<file path="config.mk">
export PLATFORM = sky130hd
export DESIGN_NAME = mem_arb
export DESIGN_NICKNAME = d
export VERILOG_FILES = /design/src/rtl/sisc_mem_pkg.sv /design/src/rtl/mem_arb_pick.sv /design/src/rtl/mem_arb.sv
export SDC_FILE = /design/constraint.sdc
export NUM_CORES = 1
export LEC_CHECK = 0
export BUFFER_PORTS_ARGS = -buffer_cell sky130_fd_sc_hd__buf_2
export CAP_MARGIN = 15
export CORE_MARGIN = 5
export CORE_UTILIZATION = 45
export CTS_CLUSTER_DIAMETER = 80
export DETAILED_ROUTE_END_ITERATION = 16
export PLACE_DENSITY = 0.86
export REMOVE_ABC_BUFFERS = 1
export SLEW_MARGIN = 20
export SYNTH_ARGS = -nofsm -noshare
export SYNTH_HDL_FRONTEND = slang
export SYNTH_SLANG_ARGS = --single-unit
</file>
<file path="constraint.sdc">
create_clock -name clk -period 5.2 [get_ports clk]
set_clock_uncertainty 0.1 [all_clocks]
set_input_delay 1.04 -clock clk [delete_from_list [all_inputs] [get_ports clk]]
set_output_delay 1.04 -clock clk [all_outputs]
set_load 0.005 [all_outputs]
</file>
<file path="src/rtl/sisc_mem_pkg.sv">
// rtl/sisc_mem_pkg.sv - shared encodings and default widths for the SISC memory arbiter
// Contents: FSM state encoding, access owner encoding, default address/data widths.
package sisc_mem_pkg;

    localparam int DEF_ADDR_W = 16;
    localparam int DEF_DATA_W = 32;

    typedef enum logic [1:0] {
        ST_IDLE   = 2'd0,
        ST_ACCESS = 2'd1,
        ST_DONE   = 2'd2
    } state_t;

    typedef enum logic {
        OWN_IF = 1'b0,
        OWN_D  = 1'b1
    } owner_t;

endpackage

</file>
<file path="src/rtl/mem_arb_pick.sv">
// rtl/mem_arb_pick.sv - combinational winner select between fetch and data requesters
// Ports:
//   i_if_req    fetch request
//   i_d_req     data request
//   i_wait_cnt  consecutive data grants made while fetch was waiting
//   o_grant     some requester wins this cycle
//   o_owner     winning requester (meaningful only when o_grant=1)
module mem_arb_pick
    import sisc_mem_pkg::*;
#(
    parameter int MAX_WAIT = 2,
    parameter int WAIT_W   = 2
) (
    input  logic              i_if_req,
    input  logic              i_d_req,
    input  logic [WAIT_W-1:0] i_wait_cnt,
    output logic              o_grant,
    output owner_t            o_owner
);

    logic w_fetch_starved;

    // Fetch has waited through MAX_WAIT data grants; with MAX_WAIT=0 this is
    // always true, so fetch wins every contested cycle.
    assign w_fetch_starved = (i_wait_cnt == WAIT_W'(MAX_WAIT));

    always_comb begin
        o_grant = i_if_req | i_d_req;
        o_owner = OWN_IF;
        if (i_d_req && !(i_if_req && w_fetch_starved)) begin
            o_owner = OWN_D;
        end
    end

endmodule

</file>
<file path="src/rtl/mem_arb.sv">
// rtl/mem_arb.sv - single-port memory arbiter/sequencer for instruction fetch and data access
// Ports:
//   clk, rst_f                    clock (rising edge), asynchronous active-low reset
//   if_req/if_addr                fetch request and address
//   if_rdata/if_done              fetched word (registered) and completion pulse
//   d_req/d_we/d_addr/d_wdata     data request: store when d_we=1, load otherwise
//   d_rdata/d_done                loaded word (registered) and completion pulse
//   mem_en/mem_we/mem_addr/mem_wdata/mem_rdata  memory side, held stable per access
//   busy                          FSM is not idle
module mem_arb
    import sisc_mem_pkg::*;
#(
    parameter int ADDR_W   = DEF_ADDR_W,
    parameter int DATA_W   = DEF_DATA_W,
    parameter int MEM_LAT  = 2,
    parameter int MAX_WAIT = 2
) (
    input  logic              clk,
    input  logic              rst_f,
    input  logic              if_req,
    input  logic [ADDR_W-1:0] if_addr,
    output logic [DATA_W-1:0] if_rdata,
    output logic              if_done,
    input  logic              d_req,
    input  logic              d_we,
    input  logic [ADDR_W-1:0] d_addr,
    input  logic [DATA_W-1:0] d_wdata,
    output logic [DATA_W-1:0] d_rdata,
    output logic              d_done,
    output logic              mem_en,
    output logic              mem_we,
    output logic [ADDR_W-1:0] mem_addr,
    output logic [DATA_W-1:0] mem_wdata,
    input  logic [DATA_W-1:0] mem_rdata,
    output logic              busy
);

    localparam int LAT_W  = $clog2(MEM_LAT + 1);
    localparam int WAIT_W = (MAX_WAIT < 1) ? 1 : $clog2(MAX_WAIT + 1);

    state_t              r_state;
    state_t              w_next_state;
    owner_t              r_owner;
    logic [LAT_W-1:0]    r_lat_cnt;
    logic [WAIT_W-1:0]   r_wait_cnt;
    logic                r_mem_en;
    logic                r_mem_we;
    logic [ADDR_W-1:0]   r_mem_addr;
    logic [DATA_W-1:0]   r_mem_wdata;
    logic [DATA_W-1:0]   r_if_rdata;
    logic [DATA_W-1:0]   r_d_rdata;
    logic                r_if_done;
    logic                r_d_done;

    logic                w_grant;
    owner_t              w_owner;
    logic                w_last;

    mem_arb_pick #(
        .MAX_WAIT (MAX_WAIT),
        .WAIT_W   (WAIT_W)
    ) u_pick (
        .i_if_req   (if_req),
        .i_d_req    (d_req),
        .i_wait_cnt (r_wait_cnt),
        .o_grant    (w_grant),
        .o_owner    (w_owner)
    );

    // Final cycle of the access: the edge that ends it captures read data.
    assign w_last = (r_state == ST_ACCESS) && (r_lat_cnt == LAT_W'(1));

    always_ff @(posedge clk or negedge rst_f) begin
        if (!rst_f) begin
            r_state <= ST_IDLE;
        end else begin
            r_state <= w_next_state;
        end
    end

    always_comb begin
        w_next_state = r_state;
        case (r_state)
            ST_IDLE:   if (w_grant) w_next_state = ST_ACCESS;
            ST_ACCESS: if (w_last)  w_next_state = ST_DONE;
            ST_DONE:   w_next_state = ST_IDLE;
            default:   w_next_state = ST_IDLE;
        endcase
    end

    always_ff @(posedge clk or negedge rst_f) begin
        if (!rst_f) begin
            r_owner     <= OWN_IF;
            r_lat_cnt   <= '0;
            r_wait_cnt  <= '0;
            r_mem_en    <= 1'b0;
            r_mem_we    <= 1'b0;
            r_mem_addr  <= '0;
            r_mem_wdata <= '0;
            r_if_rdata  <= '0;
            r_d_rdata   <= '0;
            r_if_done   <= 1'b0;
            r_d_done    <= 1'b0;
        end else begin
            r_if_done <= 1'b0;
            r_d_done  <= 1'b0;
            case (r_state)
                ST_IDLE: begin
                    if (w_grant) begin
                        r_owner  <= w_owner;
                        r_mem_en <= 1'b1;
                        if (w_owner == OWN_D) begin
                            r_mem_addr  <= d_addr;
                            r_mem_wdata <= d_wdata;
                            r_mem_we    <= d_we;
                            r_lat_cnt   <= d_we ? LAT_W'(1) : LAT_W'(MEM_LAT);
                        end else begin
                            r_mem_addr  <= if_addr;
                            r_mem_wdata <= '0;
                            r_mem_we    <= 1'b0;
                            r_lat_cnt   <= LAT_W'(MEM_LAT);
                        end
                    end
                    // Starvation counter only tracks data grants that pass over
                    // a waiting fetch; anything else resets the streak.
                    if (!if_req || (w_owner == OWN_IF)) begin
                        r_wait_cnt <= '0;
                    end else if (r_wait_cnt != WAIT_W'(MAX_WAIT)) begin
                        r_wait_cnt <= r_wait_cnt + WAIT_W'(1);
                    end
                end
                ST_ACCESS: begin
                    r_lat_cnt <= r_lat_cnt - LAT_W'(1);
                    if (w_last) begin
                        r_mem_en <= 1'b0;
                        r_mem_we <= 1'b0;
                        if (r_owner == OWN_IF) begin
                            r_if_rdata <= mem_rdata;
                            r_if_done  <= 1'b1;
                        end else begin
                            if (!r_mem_we) r_d_rdata <= mem_rdata;
                            r_d_done <= 1'b1;
                        end
                    end
                end
                default: begin
                end
            endcase
        end
    end

    assign if_rdata  = r_if_rdata;
    assign if_done   = r_if_done;
    assign d_rdata   = r_d_rdata;
    assign d_done    = r_d_done;
    assign mem_en    = r_mem_en;
    assign mem_we    = r_mem_we;
    assign mem_addr  = r_mem_addr;
    assign mem_wdata = r_mem_wdata;
    assign busy      = (r_state != ST_IDLE);

endmodule

</file>
# Word level (Yosys, flattened, before mapping)
# Cells that the tools add are included.
op_classes:
  n_addsub: 2
  eq_ne: 6
  muxes: 24
  n_reduce_logical: 17
  bitwise_logic: 4
ops:
  columns: ["cell", "count"]
  rows:
  - ["32-bit two-way mux", 1]
  - ["16-bit two-way mux", 1]
  - ["2-bit two-way mux", 7]
  - ["1-bit two-way mux", 11]
  - ["2-bit case mux with 2 select lines", 2]
  - ["2-bit AND reduction", 4]
  - ["3-bit AND reduction", 2]
  - ["2-bit nonzero test", 3]
  - ["2-bit by 1-bit equality test with 1-bit output, second input constant", 2]
  - ["2-bit inequality test, second input constant", 2]
  - ["1-bit case mux with 2 select lines", 2]
  - ["4-bit AND reduction", 1]
  - ["1-bit logical AND", 3]
  - ["1-bit NOT", 3]
  - ["2-bit by 1-bit adder with 2-bit output, second input constant", 1]
  - ["2-bit equality test, second input constant", 1]
  - ["1-bit logical NOT", 2]
  - ["2-bit logical NOT", 1]
  - ["2-bit by 1-bit inequality test with 1-bit output, second input constant", 1]
  - ["2-bit by 1-bit subtractor with 2-bit output, second input constant", 1]
  - ["1-bit logical OR", 1]
  - ["1-bit bitwise OR", 1]
totals:
  ff_bits: 123
  elab_cells: 65
  input_bits: 101
  out_inout_bits: 117

# Longest topological paths before layout
logic_depth:
  ltp_word: 9
  ltp_mapped: 7
  ltp_nobuf: 5

# Cells and area by module
# A second synthesis with hierarchy kept.
hier_totals:
  hier_cells: 395
  area_unflattened_um2: 4916.0
by_module_without_submodules:
  columns: ["mod", "area_each_um2", "seq_area_each_um2", "n_inst", "cells_per_inst"]
  rows:
  - ["mem_arb", 4895.9, 3078.0, 1, 391]
  - ["mem_arb_pick", 20.0, 0.0, 1, 4]

# Least setup slack after synthesis
# No wires, ideal clock.
synth_path:
  path_type: "input-to-reg"
  start: "input port if_req"
  end: "register r_mem_addr[10], in the netlist mem_addr[10]"
  setup_slack_ns: 3.124
  stages: 6
  n_path_buf: 3
  required_time_ns: 5.018
  setup_ns: 0.082
  arrival_time_ns: 1.894
  cell_sequence: "or2_1 buf_6 and2_4 buf_6 buf_8 a31oi_1"
synth_via:
  elab_chain_cells: 5
  word_cells_on_any_way: 7
  classes_between: "mux (2); bitwise (1); reduce/logical (4)"
synth_rtl:
  columns: ["item", "line_no", "source"]
  rows:
  - ["start: declaration", "mem_arb.sv:20", "input logic if_req,"]
  - ["1-bit logical AND", "mem_arb_pick.sv:30", "if (i_d_req && !(i_if_req && w_fetch_starved)) begin"]
  - ["1-bit logical NOT", "mem_arb_pick.sv:30", null]
  - ["1-bit logical AND", "mem_arb_pick.sv:30", null]
  - ["1-bit two-way mux", "mem_arb_pick.sv:30", null]
  - ["16-bit two-way mux", "mem_arb.sv:112", "if (w_owner == OWN_D) begin"]
  - ["end signal: assignment", "mem_arb.sv:113", "r_mem_addr <= d_addr;"]
  - ["end signal: assignment", "mem_arb.sv:118", "r_mem_addr <= if_addr;"]
  - ["end: declaration", "mem_arb.sv:48", "logic [ADDR_W-1:0] r_mem_addr;"]
# Several ways; a longest one is shown, not always the timed one.
# A chain may end at the register's enable or synchronous reset.

# Final worst setup path
layout_path:
  start: "register r_state[0]"
  end: "output port busy"
layout_via:
  elab_chain_cells: 1
layout_rtl:
  columns: ["item", "line_no", "source"]
  rows:
  - ["start: declaration", "mem_arb.sv:41", "state_t r_state;"]
  - ["start signal: assignment", "mem_arb.sv:77", "r_state <= w_next_state;"]
  - ["2-bit nonzero test", "mem_arb.sv:160", "assign busy = (r_state != ST_IDLE);"]
  - ["end: declaration", "mem_arb.sv:35", "output logic busy"]
# Every way passes these cells.

==> summary by stage <==
Detailed routing
The via count is 3609. The detail route stage leaves a number of antenna-violating nets equal to 0. The first TritonRoute pass finished after 4 iterations. After the first detailed-routing iteration, the DRC count stood at 228.

In the final routed layout, each cell accounts on average for 16.7 µm. The wire length reported by the detailed router is 11800 µm. The average vias per placed instance is 5.09. The post-detailed-route DRC marker count is 0.

Worst setup path
The setup check on the worst reg-to-reg path leaves a slack of 2.97 ns. Along the worst path, the maximum fanout reaches 21. In this run the critical register-to-register path is launched from r_lat_cnt[1]. For this design, the slowest cell found on the critical path is dfrtp_1. The number of cells traversed by the worst register-to-register path is 5.

STA puts the critical path data arrival time at 1.62 ns. The critical path launch point type is a flip-flop. In this run the critical register-to-register path is captured at if_rdata[24].

The required time of the worst setup path is 4.06 ns. The category of the worst setup path capture point is an output pin. Traced cell by cell, the critical path runs through nor2_1 -> buf_4 -> inv_1 -> buf_2. In this design, the stage delay of the slowest critical-path cell is 0.44 ns. The kind of critical path is reg2out.

Finish
In the final layout, the share of cells above drive strength 1 is 56.7%. The filler-free cell count of the finished design is 709. The final layout contains 663 nets.

The utilization after layout is 63.4%. The number of diodes added for antenna fixing is 0. The post-synthesis to final-layout area growth is 36.7%.

Floorplan
The floorplan has 37 rows. The die is 113 µm wide. The core region is 10400 µm². During I/O placement, the number of pins put on the boundary was 218. The die is 113 µm tall. The effective utilization at floorplan is 46.3%. The die outline area is 12800 µm².

Yosys
In the post-synthesis netlist, the biggest area contributors are dfrtp_1, mux2_2, a22o_1. The synthesized netlist devotes 11.7% of its cell area to compound gates. The share of cell area taken by muxes after synthesis is 15.0%. Summing the areas of all fa, ha and maj instances in the mapped netlist gives 0.521% of the synthesized area.

The post-synthesis share of cell area spent on and, or, nand and nor gates is 5.36%. The synthesized design contains 123 register bits. The synthesized netlist occupies a cell area of 4800 µm². The number of distinct library cells after synthesis is 34. By area, the combinational part of the netlist is dominated by multiplexers.

The sequential cell area fraction in the yosys report is 64.1%. In this run the mean area of a mapped cell was 14.1 µm². The share of the synthesized area in the top cell type is 64.1%. Summing the areas of all xor and xnor instances in the mapped netlist gives 0% of the synthesized area. The Yosys step of the flow raised 0 warnings. The number of cells produced by synthesis is 341. The library cell with the largest summed area after synthesis is dfrtp_1.

Global route
Entering global routing, the biggest net connects 69 pins. The number of global-route vias before repair is 3846. The number of antenna violations at the first check in global routing is 0. Global routing consumed, over all layers together, 18.9% of the routing resources.

The first global-routing pass estimated 19200 µm of wire. The total global routing overflow is 0.

Place
The number of I/O port buffers is 217. The final weighted congestion of routability-driven global placement is 0.822. Detailed placement ended at an HPWL of 8660 µm.

Timing analysis after detailed placement gives a worst setup slack of 2.29 ns. Once placement completed, the tool counted placed cells totaling 677.

Clock tree
The buffers inserted during post-CTS setup optimization is 0. The H-tree was split into 4 levels. The deepest clock path buffer count is 2.

The clock-pin slew on the worst setup and hold paths is 0.05 ns. The number of cells upsized or downsized after cts is 0. For the worst-skew pair, the clock arrives at the later sink with an insertion delay of 0.50 ns. The tree is rooted in a clkbuf_8. The CTS buffer count is 17. The count of hold-fix buffers inserted at cts is 0. The tree built by TritonCTS fans out to 123 sinks. The CTS tree is done.

Timing
Measured against its own limit, the worst slew margin works out to 36.1%. Setup violations remaining at the end of the flow were counted as 0. The setup TNS after final layout is 0 ns. At the pin with the least slew margin, the transition time is 0.956 ns. Static timing analysis puts the maximum clock frequency at 363 MHz. The minimum hold slack is 0.231 ns. The final number of max-transition violations is 0. After layout, the worst path uses 53.0% of the clock period. The number of hold violations in the final report is 0. The time the worst path needs with I/O delays and setup is 2.76 ns.

Setup repair after global routing left no endpoint under its margin. Setup slack closes at 2.44 ns.

Power
Power spread over the standard cell area amounts to 659 nW/µm². Across the VDD grid, the largest voltage drop is 0.277 mV. For this design the static power due to leakage is 3.33 nW.

Hold path
The path class of the tightest hold or removal check is in2async.

Run status
The flow ran to the end, and the final reports show no timing, DRC or antenna violations.

Run
The number of violations of the max-capacitance limit is 0.
placed cells by master (no fill, tap or decap), types with 3 or more instances in the layout:
| master | count |
|---|---|
| inv_1 | 5 |
| clkinv_4 | 4 |
| a21oi_1 | 16 |
| a31oi_1 | 12 |
| nor2_1 | 3 |
| a22o_1 | 32 |
| bufinv_16 | 4 |
| mux2_2 | 61 |
| buf_4 | 5 |
| clkbuf_16 | 16 |
| clkbuf_8 | 3 |
| buf_2 | 216 |
| clkbuf_1 | 3 |
| nand2_1 | 36 |
| o21ai_0 | 4 |
| dfrtp_1 | 123 |
| mux2_1 | 3 |
| a31oi_2 | 4 |
layer usage:
| metal | vias to the layer above | global-route usage [%] | routed length (µm) |
|---|---|---|---|
| met5 | - | 0 | 0 |
| li1 | 1665 | - | - |
| met2 | 201 | 30.5 | 5630 |
| met1 | 1717 | 23.6 | 4820 |
| met4 | 0 | 8.49 | 272 |
| met3 | 26 | 5.72 | 1130 |
final cells by class:
cell class,instances,area [µm²]
Fill cell,776,3800
Sequential cell,123,3080
Multi-Input combinational cell,192,1570
Timing Repair Buffer,221,1120
Clock buffer,22,453
Tap cell,136,170
Clock inverter,10,165
Inverter,5,18.8
through the flow:
| step | power [W] | area (µm²) |
|---|---|---|
| 3_3_place_gp | 0.00307 | 5950 |
| 5_1_grt | 0.00461 | 6570 |
| 6_report | 0.00433 | 6570 |
| 3_5_place_dp | 0.00316 | 5950 |
| 4_1_cts | 0.00439 | 6570 |
| 2_1_floorplan | 0.00241 | 4660 |
kinds of logic after synthesis:
family | after synthesis
flops | 123
compound gates | 74
mux | 64
simple gates | 52
buf+inv | 26
fa+ha+maj | 2
critical path, delay by kind of cell (launching register included):
family / cells / cell delay, ns
buffers and inverters: 3 / 0.55
and+or+nand+nor: 1 / 0.13
DFF: 1 / 0.44
cell usage after synthesis:
cell type	count
a32o_1	1
a21oi_1	16
mux2_1	3
a31oi_1	12
buf_8	1
o221a_2	1
a31oi_2	4
o211ai_1	1
nand2_2	1
mux2_2	61
a21bo_2	1
nor2_4	2
ha_1	2
or3b_2	1
dfrtp_1	123
a21o_1	1
nand3_1	2
nand4_1	1
buf_6	2
buf_4	7
or2_1	1
o21ai_0	4
nor2_1	3
nand2b_4	1
nor3_4	1
nor3_1	1
nand2_1	36
inv_1	5
clkbuf_1	3
nand3b_1	1
a22o_1	32
a21boi_2	1
buf_2	8
and2_4	1
report_power, final:
part | total [W] | internal (W) | leakage (nW) | switching, W
Combinational | 0.00141 | 0.000771 | 1.52 | 0.000643
Sequential | 0.00171 | 0.00144 | 1.50 | 0.000276
Clock | 0.00120 | 0.000805 | 0.303 | 0.000396
registers in the layout, summed over array words and instances, names as in the netlist, 2 cells and up:
register,count
if_rdata,32
mem_addr,16
r_state,2
r_wait_cnt,2
r_lat_cnt,2
d_rdata,32
mem_wdata,32
worst max-delay path by stage:
stage | from | end
4_1_cts | r_state[0] | busy
5_1_grt | r_state[0] | busy
3_3_place_gp | if_req | mem_wdata[13]
2_1_floorplan | r_state[0] | busy
6_report | r_state[0] | busy
3_5_place_dp | if_req | mem_wdata[6]
Power figures use the tool's default switching activity.
